File: src/rtl/posit_accum_es3.sv
// posit_accum_es3 -- streaming posit<32,3> vector accumulator feeding a
// pipelined posit adder. Operands rotate over four partial-sum slots so the
// adder latency is hidden; a forwarded adder result lets a slot be reissued
// in the same cycle its previous sum returns. After the last operand the
// slots are folded pairwise (0+1, 2+3, then 0+2) and the sum is presented
// on a valid/ready output.
// Optional feature macro: POSIT_ACCUM_NAR_SHORTCUT_EN -- a NaR operand sets a
// sticky flag that suppresses further adds and forces a NaR result.
module posit_accum_es3 #(
  parameter int LATENCY = 4,
  parameter int NBITS   = 32
) (
  input  logic             clk,
  input  logic             rst_n,
  input  logic [NBITS-1:0] in_data,
  input  logic             in_valid,
  input  logic             in_last,
  output logic             in_ready,
  output logic [NBITS-1:0] out_data,
  output logic             out_inf,
  output logic             out_zero,
  output logic             out_valid,
  input  logic             out_ready,
  output logic [NBITS-1:0] add_in1,
  output logic [NBITS-1:0] add_in2,
  output logic             add_start,
  input  logic [NBITS-1:0] add_result,
  input  logic             add_inf,
  input  logic             add_zero,
  input  logic             add_done
);

  localparam int NSLOT = 4;
  localparam logic [NBITS-1:0] NAR = {1'b1, {(NBITS-1){1'b0}}};

  typedef enum logic [2:0] {
    S_ACCUM, S_DRAIN, S_RED1, S_WAIT1, S_RED2, S_WAIT2, S_OUT
  } state_t;

  typedef struct packed {
    logic       vld;
    logic [1:0] slot;
  } tag_t;

  state_t                        state_q, state_d;
  logic [NSLOT-1:0][NBITS-1:0]   slot_q, slot_d;
  logic [NSLOT-1:0]              busy_q, busy_d;
  logic [1:0]                    ptr_q, ptr_d;
  tag_t [LATENCY-1:0]            tag_q, tag_d;
  logic                          red_ph_q, red_ph_d;
  logic                          add_start_q, add_start_d;
  logic [NBITS-1:0]              add_in1_q, add_in1_d;
  logic [NBITS-1:0]              add_in2_q, add_in2_d;
  logic                          out_valid_q, out_valid_d;
  logic [NBITS-1:0]              out_data_q, out_data_d;
  logic                          out_inf_q, out_inf_d;
  logic                          out_zero_q, out_zero_d;

  tag_t             tag_out;
  logic             wb, fwd, accept, out_hs, tag_nxt_empty;
  logic             nar, op_nar, skip;
  logic             issue;
  logic [1:0]       iss_slot;
  logic [NBITS-1:0] op1, op2, res;

  // Adder status flags are implied by the returned posit itself.
  logic unused_flags;
  assign unused_flags = add_inf ^ add_zero;

  assign tag_out = tag_q[LATENCY-1];
  assign wb      = add_done & tag_out.vld;
  assign fwd     = wb & (tag_out.slot == ptr_q);
  assign in_ready = rst_n & (state_q == S_ACCUM) & (nar | ~busy_q[ptr_q] | fwd);
  assign accept  = in_valid & in_ready;
  assign out_hs  = out_valid_q & out_ready;

`ifdef POSIT_ACCUM_NAR_SHORTCUT_EN
  logic nar_q, nar_d;
  assign nar    = nar_q;
  assign op_nar = (in_data == NAR);

  // Sticky NaR: set by an accepted NaR operand, cleared when the result leaves.
  always_comb begin
    nar_d = nar_q;
    if (accept && op_nar) nar_d = 1'b1;
    if (out_hs)           nar_d = 1'b0;
  end

  // NaR flag register.
  always_ff @(posedge clk or negedge rst_n) begin
    if (!rst_n) nar_q <= 1'b0;
    else        nar_q <= nar_d;
  end
`else
  assign nar    = 1'b0;
  assign op_nar = 1'b0;
`endif

  assign skip = nar | op_nar;

  // Entries that will still be in flight next cycle (everything but the head).
  always_comb begin
    tag_nxt_empty = 1'b1;
    for (int i = 0; i < LATENCY-1; i++)
      if (tag_q[i].vld) tag_nxt_empty = 1'b0;
  end

  // Next-state: writeback first, then FSM-driven issue, then output capture.
  always_comb begin
    state_d     = state_q;
    slot_d      = slot_q;
    busy_d      = busy_q;
    ptr_d       = ptr_q;
    red_ph_d    = red_ph_q;
    tag_d       = {tag_q[LATENCY-2:0], tag_t'('0)};
    add_start_d = 1'b0;
    add_in1_d   = add_in1_q;
    add_in2_d   = add_in2_q;
    out_valid_d = out_valid_q;
    out_data_d  = out_data_q;
    out_inf_d   = out_inf_q;
    out_zero_d  = out_zero_q;
    issue       = 1'b0;
    iss_slot    = 2'd0;
    op1         = '0;
    op2         = '0;
    res         = '0;

    // A returning sum lands in its slot; a same-cycle reissue re-sets busy below.
    if (wb) begin
      slot_d[tag_out.slot] = add_result;
      busy_d[tag_out.slot] = 1'b0;
    end

    case (state_q)
      S_ACCUM: begin
        if (accept) begin
          if (in_last) state_d = S_DRAIN;
          if (!skip) begin
            issue    = 1'b1;
            iss_slot = ptr_q;
            op1      = in_data;
            op2      = fwd ? add_result : slot_q[ptr_q];
            ptr_d    = ptr_q + 2'd1;
          end
        end
      end
      S_DRAIN: begin
        red_ph_d = 1'b0;
        if ((busy_d == '0) && tag_nxt_empty) state_d = nar ? S_OUT : S_RED1;
      end
      S_RED1: begin
        issue = 1'b1;
        if (!red_ph_q) begin
          iss_slot = 2'd0;
          op1      = slot_q[0];
          op2      = slot_q[1];
          red_ph_d = 1'b1;
        end else begin
          iss_slot = 2'd2;
          op1      = slot_q[2];
          op2      = slot_q[3];
          red_ph_d = 1'b0;
          state_d  = S_WAIT1;
        end
      end
      S_WAIT1: if (busy_d == '0) state_d = S_RED2;
      S_RED2: begin
        issue    = 1'b1;
        iss_slot = 2'd0;
        op1      = slot_q[0];
        op2      = slot_q[2];
        state_d  = S_WAIT2;
      end
      S_WAIT2: if (busy_d == '0) state_d = S_OUT;
      S_OUT: begin
        if (out_hs) begin
          out_valid_d = 1'b0;
          slot_d      = '0;
          ptr_d       = 2'd0;
          state_d     = S_ACCUM;
        end
      end
      default: state_d = S_ACCUM;
    endcase

    if (issue) begin
      busy_d[iss_slot] = 1'b1;
      tag_d[0]         = {1'b1, iss_slot};
      add_start_d      = 1'b1;
      add_in1_d        = op1;
      add_in2_d        = op2;
    end

    // Capture the result on entry to OUT; it then holds until consumed.
    if ((state_d == S_OUT) && (state_q != S_OUT)) begin
      res         = nar ? NAR : slot_d[0];
      out_valid_d = 1'b1;
      out_data_d  = res;
      out_inf_d   = (res == NAR);
      out_zero_d  = (res == '0);
    end
  end

  // State registers; reset drops everything, including in-flight tags.
  always_ff @(posedge clk or negedge rst_n) begin
    if (!rst_n) begin
      state_q     <= S_ACCUM;
      slot_q      <= '0;
      busy_q      <= '0;
      ptr_q       <= 2'd0;
      tag_q       <= '0;
      red_ph_q    <= 1'b0;
      add_start_q <= 1'b0;
      add_in1_q   <= '0;
      add_in2_q   <= '0;
      out_valid_q <= 1'b0;
      out_data_q  <= '0;
      out_inf_q   <= 1'b0;
      out_zero_q  <= 1'b0;
    end else begin
      state_q     <= state_d;
      slot_q      <= slot_d;
      busy_q      <= busy_d;
      ptr_q       <= ptr_d;
      tag_q       <= tag_d;
      red_ph_q    <= red_ph_d;
      add_start_q <= add_start_d;
      add_in1_q   <= add_in1_d;
      add_in2_q   <= add_in2_d;
      out_valid_q <= out_valid_d;
      out_data_q  <= out_data_d;
      out_inf_q   <= out_inf_d;
      out_zero_q  <= out_zero_d;
    end
  end

  assign add_start = add_start_q;
  assign add_in1   = add_in1_q;
  assign add_in2   = add_in2_q;
  assign out_valid = out_valid_q;
  assign out_data  = out_data_q;
  assign out_inf   = out_inf_q;
  assign out_zero  = out_zero_q;

endmodule

File: config.mk
export PLATFORM = sky130hd
export DESIGN_NAME = posit_accum_es3
export DESIGN_NICKNAME = d
export VERILOG_FILES = /design/src/rtl/posit_accum_es3.sv
export SDC_FILE = /design/constraint.sdc
export NUM_CORES = 1
export LEC_CHECK = 0
export BUFFER_PORTS_ARGS = -buffer_cell sky130_fd_sc_hd__clkbuf_2
export CELL_PAD_IN_SITES_DETAIL_PLACEMENT = 1
export CELL_PAD_IN_SITES_GLOBAL_PLACEMENT = 1
export CORE_MARGIN = 2
export CORE_UTILIZATION = 40
export DETAILED_ROUTE_END_ITERATION = 8
export GPL_ROUTABILITY_DRIVEN = 0
export PLACE_DENSITY_LB_ADDON = 0.08
export SLEW_MARGIN = 40
export SYNTH_ARGS = -nofsm -noshare
export SYNTH_HDL_FRONTEND = slang
export SYNTH_SLANG_ARGS = --single-unit
File: constraint.sdc
create_clock -name clk -period 1.96 [get_ports clk]
set_input_delay 0.098 -clock clk [delete_from_list [all_inputs] [get_ports clk]]
set_output_delay 0.098 -clock clk [all_outputs]
set_load 0.005 [all_outputs]
# After elaboration in Yosys (flattened, before gate mapping)
# Cells that the tools add are included.
# W data, S select, Z words.
# classes
addsub	1
magnitude_cmp	5
n_eq_ne	12
n_mux	49
bitwise	11
reduce_logical	14
# ops
cell	n
$mux W128	3
$mux W32	7
$pmux W32 S3	2
$bwmux W128	1
$bmux W32 S2	1
$demux W32 S2	1
$eq A32 B32 Y1 const B	1
$logic_not A32 Y1	1
$mux W3	8
$pmux W3 S7	1
$eq A3 B3 Y1 const B	4
$mux W1	12
$lt A2 B3 Y1 const B	3
$mux W2	4
$mux W4	2
$pmux W2 S2	2
$reduce_bool A2 Y1	4
$and A1 B1 Y1	6
$eq A3 B2 Y1 const B	2
$and A4 B4 Y4	1
$demux W1 S2	2
$ge A2 B1 Y1 const B	2
$logic_and A1 B1 Y1	4
$logic_not A4 Y1	1
15 further kinds	17
# word_totals
register_bits	250
output_inout_bits	101
elab_cells	115

# Longest topological paths before layout
# logic_depth
depth_word	15
depth_mapped	9
ltp_nobuf	6

# Worst setup path before layout
# OpenSTA, ideal clock, no wires.
# synth_timing
path_kind	register to register
startpoint	register ptr_q[0]
endpoint	register add_in2_q[10], in the netlist add_in2[10]
arrival_ps	1692
t_required_ps	1823
slack_ps	131
stages_incl_launch_ff	7
path_buffers	1
cell_sequence	dfrtp_1 -> mux4_2 -> o31ai_1 -> nand3_2 -> clkbuf_1 -> a211oi_1 -> a21oi_1
# synth_via
elab_chain_cells	8
# synth_lines
element	line	source
from (decl)	48	logic [1:0] ptr_q, ptr_d;
from (signal assigned)	225	ptr_q <= ptr_d;
$bmux W1 S2	73	assign in_ready = rst_n & (state_q == S_ACCUM) & (nar | ~busy_q[ptr_q] | fwd);
$mux W1 (not written as such)	73	
$not A1 Y1	73	
$or A1 B1 Y1	73	
$and A1 B1 Y1	73	
$and A1 B1 Y1	74	assign accept = in_valid & in_ready;
$mux W32 / $mux W1 (equally long branches)	137	if (accept) begin
$pmux W32 S3 / $pmux W1 S2 (equally long branches)	135	case (state_q)
to (signal assigned)	230	add_in2_q <= add_in2_d;
to (decl)	53	logic [NBITS-1:0] add_in2_q, add_in2_d;
# Several ways; a longest one is shown, not always the timed one. The select of a mux whose other input is x is not followed.
# A chain may end at the register's enable or synchronous reset.

# Worst setup path after layout
# layout_timing
startpoint	register ptr_q[0]
endpoint	output port in_ready
# layout_via
elab_chain_cells	5
# layout_lines
element	line	source
$bmux W1 S2	73	
$mux W1 (not written as such)	73	
$not A1 Y1	73	
$or A1 B1 Y1 *	73	
$and A1 B1 Y1 *	73	
to (decl)	18	output logic in_ready,
# Every way passes the cells marked *; elsewhere a longest branch is shown, timed or not. The select of a mux whose other input is x is not followed.

==> results.py <==
metrics = {
    "layout": {
        "postLayoutCellArea_sq_mm": 0.0161,
        "diodes": 0,
        "utilization_pct": 52.8,
        "drive_above_1_share_pct": 26.8,
        "final_nets": 1625,
        "fillers": 3420,
        "area_growth_pct": 30.7,
    },
    "synthesis": {
        "yosysSeqAreaShare_pct": 50.5,
        "synth.cell_area_sq_mm": 0.0123,
        "yosys-top-cells-count": "nand2_1, dfrtp_1, a21oi_1",
        "synth_nets": 1357,
        "synth_edf_count": 0,
        "async_flop_share_pct": 100,
        "synth_top_cell_by_area": "dfrtp_1",
        "yosys_warnings": 0,
        "postSynthCellCount": 1285,
        "yosysMostFrequentCell": "nand2_1",
        "ys_types": 43,
        "synth-seq-cells": 249,
        "synth_top_area_share_pct": 50.5,
        "synth-main-ff-cell": "dfrtp_1",
        "synthTopCellsByArea": "dfrtp_1, nand2_1, a21oi_1, mux4_2, o21ai_0",
        "syn_avg_cell_area_sq_um": 9.60,
    },
    "die": {
        "core_sq_mm": 0.0305,
        "num_io_pins": 173,
        "num_rows": 64,
        "initial_core_util_pct": 40.4,
        "dieArea_sq_mm": 0.0323,
        "die_y_um": 180,
        "die_w_um": 180,
    },
    "routing": {
        "ant_nets": 0,
        "wirelength_um": 46900,
        "num_vias": 11453,
        "drc": 0,
        "firstDrtPassIters": 5,
        "viasPerCell": 5.82,
        "drt-wirelength-per-cell_um": 23.8,
        "drt_iter0_drc": 794,
    },
    "status": {
        "status": "finished with violations",
        "violations": "negative setup slack",
    },
    "clock_network": {
        "cts_buffers": 29,
        "cts_sinks": 249,
        "clk_pin_slew_ns": 0.06,
        "cts_tree": "yes",
        "clockRootBuffer": "clkbuf_16",
        "htree_levels": 1,
        "clockBufferDepth": 3,
        "clk_latency_ns": 0.56,
    },
    "global_route": {
        "grt_pass1_vias": 12249,
        "grt_max_degree": 121,
        "grt-busiest-layer": "met2",
        "grt_pass1_wl_um": 72700,
        "grt_usage_pct": 28.5,
        "grt_use_met2_pct": 48.3,
        "use_met3_pct": 4.01,
        "grt-ovfl-total": 0,
        "antenna_found_initial": 0,
        "met1_usage_pct": 38.6,
    },
    "setup_path": {
        "crit_fanout": 4,
        "reg2reg_from": "ptr_q[0]$_DFFE_PN0P_",
        "start_kind": "flip-flop",
        "reg2reg_to": "add_in2[14]$_DFFE_PN0P_",
        "r2r_slack_ns": -0.03,
        "r2r_cells": 8,
        "worst_setup_path_end_kind": "output port",
        "crit_required_ns": 1.86,
        "arrival_ns": 1.95,
        "path_class": "reg2out",
    },
    "timing": {
        "setup_viol": 15,
        "max_freq_mhz": 489,
        "slew_violations": 0,
        "rsz0062_at_grt": "yes",
        "worst-slew-pin-transition_ns": 0.740,
        "relSlewSlack_pct": 50.6,
        "hold_violations": 0,
        "whs_ns": 0.0972,
        "post-route-period-util_pct": 104,
        "clock_skew_ns": 0.0107,
        "fin_crit_ns": 2.05,
        "setup_ws_ns": -0.0854,
    },
    "power_and_ir_drop": {
        "power.total_w": 0.0230,
        "power.leakage_nw": 7.14,
        "pwr_density_cell_mw_per_mm2": 1430,
        "peakVddDrop_v": 0.000793,
    },
    "run": {
        "drv_cap": 0,
    },
    "hold_path": {
        "min_from": "in_valid",
        "whs_path_depth": 4,
        "holdCritPathClass": "in2reg",
        "hold_path_end": "add_start$_DFF_PN0_",
    },
    "place": {
        "numPortBuffers": 170,
        "hpwl_um": 29300,
        "dpl-instance-area_sq_mm": 0.0143,
    },
}
where the power goes:
| group | leakage, nW | total, W | switching, W | internal (W) |
|---|---|---|---|---|
| Clock | 0.461 | 0.00535 | 0.00223 | 0.00312 |
| Sequential | 3.25 | 0.00832 | 0.00145 | 0.00687 |
| Combinational | 3.43 | 0.00931 | 0.00496 | 0.00434 |
logic make-up (layout without fill, tap and decap cells):
| family | after synthesis | count (layout) | synth area share [%] |
|---|---|---|---|
| AOI/OAI and AO/OA | 393 | 393 | 18.5 |
| xor gates and xnor gates | 2 | 2 | 0.142 |
| buffers and inverters | 112 | 399 | 4.10 |
| DFF | 249 | 249 | 50.5 |
| muxes | 105 | 105 | 12.2 |
| and+or+nand+nor | 424 | 424 | 14.6 |
layout make-up:
class                   instances  area, sq um  share of cell area (%)
repair buffers                343         2690                    16.7
multi-input cells             924         5750                    35.7
well taps                     396          495                    3.07
flip-flops and latches        249         6240                    38.7
inverters                       6         22.5                   0.140
clock inverters                 9         72.6                   0.450
clock buffers                  41          851                    5.28
sequential cells by signal, indices dropped and copies added, names as in the netlist, 2 cells and up:
name and count:
tag_d 8, ptr_q 2, slot_q 128, state_q 3, busy_q 4, out_data 32, add_in1 32, tag_out 3
add_in2 32
stage by stage:
step | setup TNS [ns] | cells | worst slack (ns)
final | -0.269 | 1968 | -0.0854
after floorplan | 0 | 1285 | 0.131
after global placement | 0 | 1844 | 0.00576
after CTS | -0.101 | 1962 | -0.101
after global routing | -5.09 | 1968 | -0.166
after detailed placement | -0.428 | 1844 | -0.102
worst max path at each step:
stage / startpoint / endpoint / slack (ns) / cells past startpoint
after floorplan: ptr_q[0]$_DFFE_PN0P_ / add_in2[10]$_DFFE_PN0P_ / 0.13 / 6
after global placement: state_q[1]$_DFF_PN0_ / add_in1[15]$_DFFE_PN0P_ / 0.006 / 7
after detailed placement: ptr_q[0]$_DFFE_PN0P_ / add_in1[8]$_DFFE_PN0P_ / -0.10 / 7
after CTS: ptr_q[0]$_DFFE_PN0P_ / in_ready / -0.10 / 5
after global routing: ptr_q[0]$_DFFE_PN0P_ / in_ready / -0.17 / 5
final: ptr_q[0]$_DFFE_PN0P_ / in_ready / -0.09 / 5
routing by layer:
layer  vias up  part of all wire (%)
met2       350                    49
met5         -                     0
met1      5950                    44
met4         0                   1.9
met3        66                   5.0
li1       5087                     -
worst max-delay path, stage by stage (launching register included):
cell and delay (ns):
dfrtp_2 0.40, mux4_2 0.52, o31ai_2 0.08, buf_4 0.16, and2_4 0.13, clkbuf_2 0.10
cell usage in the layout, fill, tap and decap left out, types with 40 or more instances in the layout:
| master | instances |
|---|---|
| nor2_1 | 46 |
| mux2i_1 | 40 |
| nand2_1 | 293 |
| clkbuf_2 | 169 |
| a21oi_1 | 162 |
| dlygate4sd3_1 | 67 |
| dfrtp_1 | 245 |
| o21ai_0 | 96 |
| buf_4 | 72 |
timing repair:
item	4_1_cts	5_1_grt
resized for setup	8	28
hold endpoints to repair	432	0
pin swaps	0	1
setup endpoints to repair	39	85
gates cloned	0	2
hold buffers	67	0
buffers inserted	1	4
(Power assumes the default switching activity.)
